**src/rtl/div_hilo_capture.sv**
```systemverilog
// rtl/div_hilo_capture.sv - operand sequencing, settle wait and HI/LO writeback around a combinational divider
// Zero divisors bypass the settle wait and never capture the divider output.
module div_hilo_capture #(
   parameter int SETTLE_CYCLES = 4,
   parameter int WIDTH         = 32
) (
   input  logic               clock,
   input  logic               clear,
   input  logic               start,
   input  logic [WIDTH-1:0]   a_in,
   input  logic [WIDTH-1:0]   b_in,
   output logic [WIDTH-1:0]   a_out,
   output logic [WIDTH-1:0]   b_out,
   input  logic [2*WIDTH-1:0] div_result,
   input  logic               hi_we,
   input  logic               lo_we,
   input  logic [WIDTH-1:0]   wdata,
   output logic [WIDTH-1:0]   hi_out,
   output logic [WIDTH-1:0]   lo_out,
   output logic               busy,
   output logic               done,
   output logic               div_zero
);

   typedef enum logic [1:0] {
      IDLE   = 2'd0,
      SETTLE = 2'd1,
      ZERO   = 2'd2
   } state_t;

   localparam logic [7:0] COUNT_INIT = 8'(SETTLE_CYCLES - 1);

   state_t           state, state_nxt;
   logic [7:0]       count, count_nxt;
   logic [WIDTH-1:0] a_nxt, b_nxt, hi_nxt, lo_nxt;
   logic             busy_nxt, done_nxt, div_zero_nxt;

   always_ff @(posedge clock or negedge clear) begin
      if (!clear) begin
         state    <= IDLE;
         count    <= '0;
         a_out    <= '0;
         b_out    <= '0;
         hi_out   <= '0;
         lo_out   <= '0;
         busy     <= 1'b0;
         done     <= 1'b0;
         div_zero <= 1'b0;
      end else begin
         state    <= state_nxt;
         count    <= count_nxt;
         a_out    <= a_nxt;
         b_out    <= b_nxt;
         hi_out   <= hi_nxt;
         lo_out   <= lo_nxt;
         busy     <= busy_nxt;
         done     <= done_nxt;
         div_zero <= div_zero_nxt;
      end
   end

   always_comb begin
      state_nxt    = state;
      count_nxt    = count;
      a_nxt        = a_out;
      b_nxt        = b_out;
      busy_nxt     = busy;
      done_nxt     = 1'b0;
      div_zero_nxt = div_zero;
      // Direct writes apply in every state unless the settle capture overrides them below.
      hi_nxt       = hi_we ? wdata : hi_out;
      lo_nxt       = lo_we ? wdata : lo_out;

      case (state)
         IDLE: begin
            if (start) begin
               a_nxt        = a_in;
               b_nxt        = b_in;
               div_zero_nxt = 1'b0;
               count_nxt    = COUNT_INIT;
               if (b_in == '0) begin
                  state_nxt = ZERO;
                  busy_nxt  = 1'b0;
               end else begin
                  state_nxt = SETTLE;
                  busy_nxt  = 1'b1;
               end
            end
         end
         SETTLE: begin
            if (count != 8'd0) begin
               count_nxt = count - 8'd1;
            end else begin
               hi_nxt    = div_result[2*WIDTH-1:WIDTH];
               lo_nxt    = div_result[WIDTH-1:0];
               done_nxt  = 1'b1;
               busy_nxt  = 1'b0;
               state_nxt = IDLE;
            end
         end
         ZERO: begin
            div_zero_nxt = 1'b1;
            done_nxt     = 1'b1;
            state_nxt    = IDLE;
         end
         default: begin
            state_nxt = IDLE;
            busy_nxt  = 1'b0;
         end
      endcase
   end

endmodule

```
**config.mk**
```make
export PLATFORM = sky130hd
export DESIGN_NAME = div_hilo_capture
export DESIGN_NICKNAME = d
export VERILOG_FILES = /design/src/rtl/div_hilo_capture.sv
export SDC_FILE = /design/constraint.sdc
export NUM_CORES = 1
export LEC_CHECK = 0
export BUFFER_PORTS_ARGS = -buffer_cell sky130_fd_sc_hd__buf_2
export CAP_MARGIN = 20
export CORE_ASPECT_RATIO = 0.6
export CORE_MARGIN = 8
export CORE_UTILIZATION = 52
export CTS_BUF_LIST = sky130_fd_sc_hd__clkbuf_2 sky130_fd_sc_hd__clkbuf_4 sky130_fd_sc_hd__clkbuf_8
export DETAILED_ROUTE_END_ITERATION = 10
export GPL_ROUTABILITY_DRIVEN = 0
export PLACE_DENSITY = 0.95
export SYNTH_ARGS = -nofsm -noshare
export SYNTH_HDL_FRONTEND = slang
export SYNTH_SLANG_ARGS = --single-unit
```
**constraint.sdc**
```tcl
create_clock -name clock -period 5.2 [get_ports clock]
set_clock_uncertainty 0.05 [all_clocks]
set_input_delay 0.52 -clock clock [delete_from_list [all_inputs] [get_ports clock]]
set_output_delay 0.52 -clock clock [all_outputs]
set_load 0.01 [all_outputs]
```
==> impl_metrics.toml <==
[setup_path]
cp-end-kind = "flip-flop"
path_cells = "inv_1 -> ha_1 -> nor3b_2 -> nand3_4 -> buf_4 -> nor2_1 -> a21oi_1"
critPathMaxFanout = 66
max_stage_delay_ps = 550
critPathKind = "reg -> reg"
path_buf_inv = 2
worstPathArrival_ps = 2920
slowest_stage = "buf_4"
cp_top_family = "simple AND/OR/NAND/NOR gates"
startpoint_type = "flip-flop"
worstPathRequired_ps = 5420

[place]
dp_cells = 931
pre_cts_slack_ps = 2530
dpl-instance-area_sq_um = 7690
numPortBuffers = 295
dp_hpwl_microns = 14500

[timing]
setup_ws_ps = 2490
tightest_slew_ps = 1030
fin_setup_tns_ps = 0
post-route-period-util_pct = 52.0
maxSlewViolCount = 0
finalHoldViolations = 0
whs_ps = 90.4
min_period_ps = 2710
rsz0062_at_grt = "false"
finalSetupViolations = 0
slew-limit-headroom_pct = 31.4
max_freq_ghz = 0.370

[finish]
finalCoreUtilization_pct = 71.1
instances_no_fill = 963
syn2layout_area_growth_pct = 32.6
nets = 959
final_area_sq_um = 8090
final_layout_size_suffix_gt1_share_pct = 50.4

[die]
die_w_microns = 156
initial_core_util_pct = 53.6
fp.coreArea_sq_um = 11400
num_rows = 30
io_pins = 296
die_y_microns = 99.9
die_area_sq_um = 15600

[clock_tree]
clkSinkCount = 141
cts_tree = "built"
cts-hold-fix-buffers = 0
cts_setup_buffers = 0
htree_levels = 4
cts_root_buf = "clkbuf_8"
cts_resized = 0
cts_buffer_depth = 2
numCtsBuffers = 17
path_clk_slew_ps = 80
clk_latency_ps = 410

[pwr]
p_per_area_nw_per_um2 = 499
finalPower_mw = 4.04
power.leakage_nw = 4.10
peakVddDrop_mv = 0.359

[detailed_routing]
num_vias = 5110
drt-total-wl_microns = 18700
wl_per_cell_microns = 19.4
ant_nets = 0
drtIter0Drc = 243
drc = 0
via_per_inst = 5.31
firstDrtPassIters = 4

[run_status]
outcome = "finished, final reports clean"

[global_route]
antenna_found_initial = 2
grt_max_degree = 93
grt_pass1_wl_microns = 28700
track_usage_pct = 23.6
grt_pass1_vias = 5343
grt.overflow.total = 0

[min_path]
min_path_type = "in -> async"

[synthesis]
postSynthCellCount = 502
ys_ff_latch = 141
syn_avg_cell_area_sq_um = 12.2
ys_seq_area_share_pct = 57.8
synth_warnings = 0
synth_fp_nets = 671
synth_cell_types = 36
synth_area_sq_um = 6100

[run]
drv_cap = 0
area by class of cell:
| cell class | count | area, sq um |
|---|---|---|
| Sequential cell | 141 | 3530 |
| Fill cell | 799 | 3280 |
| Multi-Input combinational cell | 324 | 2420 |
| Timing Repair Buffer | 299 | 1510 |
| Clock buffer | 17 | 234 |
| Tap cell | 160 | 200 |
| Clock inverter | 14 | 160 |
| Inverter | 7 | 26.3 |
| Antenna cell | 1 | 2.50 |
logic make-up (layout without fill, tap and decap cells):
kind of cell,after synthesis,count (layout),share of synthesized area [%]
mux,131,131,22.8
simple gates,99,99,7.40
fa+ha+maj,4,4,0.820
buf+inv,37,337,2.63
other cells,0,1,0
compound gates,90,90,8.47
flops,141,141,57.8
metal layers:
metal / global-route usage, % / vias up / wire length (microns)
li1: - / 2360 / -
met4: 7.64 / 2 / 320
met2: 41.3 / 220 / 9580
met5: 0 / - / 13
met3: 9.35 / 22 / 1840
met1: 26.1 / 2506 / 6970
final timing paths:
| check | from | slack [ps] | end | cells past startpoint |
|---|---|---|---|---|
| setup / recovery | count[0]$_DFFE_PN0P_ | 2490 | hi_out[0]$_DFF_PN0_ | 7 |
| hold / removal | clear | 90 | lo_out[11]$_DFF_PN0_ | 1 |
| setup reg to reg | count[0]$_DFFE_PN0P_ | 2490 | hi_out[0]$_DFF_PN0_ | 7 |
| hold reg to reg | a_out[4]$_DFFE_PN0P_ | 460 | a_out[4]$_DFFE_PN0P_ | 1 |
| max in group asynchronous | clear | 3830 | hi_out[20]$_DFF_PN0_ | 2 |
| min in group clock | a_in[24] | 280 | a_out[24]$_DFFE_PN0P_ | 2 |
registers in the layout, summed over array words and instances, names as in the netlist:
register / flops
hi_out: 32
state: 2
count: 8
lo_out: 32
a_out: 32
b_out: 32
busy: 1
done: 1
div_zero: 1
placed cells by master, fill, tap and decap left out, drive strengths merged, types with 2 or more instances in the layout:
master and count:
buf 299, dfrtp 141, nor2 68, a21oi 67
mux2 66, mux2i 65, clkbuf 17, inv 13
nor4 10, o21ai 8, nand2 7, ha 4
clkinvlp 3, nand3 3, clkinv 3, a21boi 2
nand2b 2, nand4 2, nor3 2, a41oi 2
o31ai 2, a32o 2, a22o 2, bufinv 2
synthesized netlist by cell type (all sizes together):
library cell / instances / area, sq um
a21boi: 2 / 15.0
a22oi: 1 / 7.51
nor3: 2 / 10.0
o2bb2ai: 1 / 8.76
nor3b: 1 / 12.5
ha: 4 / 50.1
o211a: 1 / 10.0
a41oi: 2 / 17.5
o2111ai: 1 / 8.76
and2: 1 / 6.26
a22o: 2 / 17.5
a21oi: 67 / 335
inv: 7 / 26.3
nand2: 7 / 28.8
o31ai: 2 / 15.0
nand2b: 2 / 12.5
or3b: 1 / 8.76
buf: 18 / 88.8
o21ai: 8 / 51.3
clkbuf: 12 / 45.0
a32o: 2 / 20.0
dfrtp: 141 / 3530
nand3: 3 / 15.0
nand4: 2 / 12.5
mux2: 66 / 743
mux2i: 65 / 651
nor2: 68 / 255
or4b: 1 / 10.0
o31a: 1 / 10.0
nor4: 10 / 68.8
or4: 1 / 11.3
where the power goes:
group	total [mW]	switching [mW]	internal, mW
Sequential	1.71	0.230	1.48
Clock	0.877	0.442	0.435
Combinational	1.45	0.774	0.676
(Power assumes the default switching activity.)
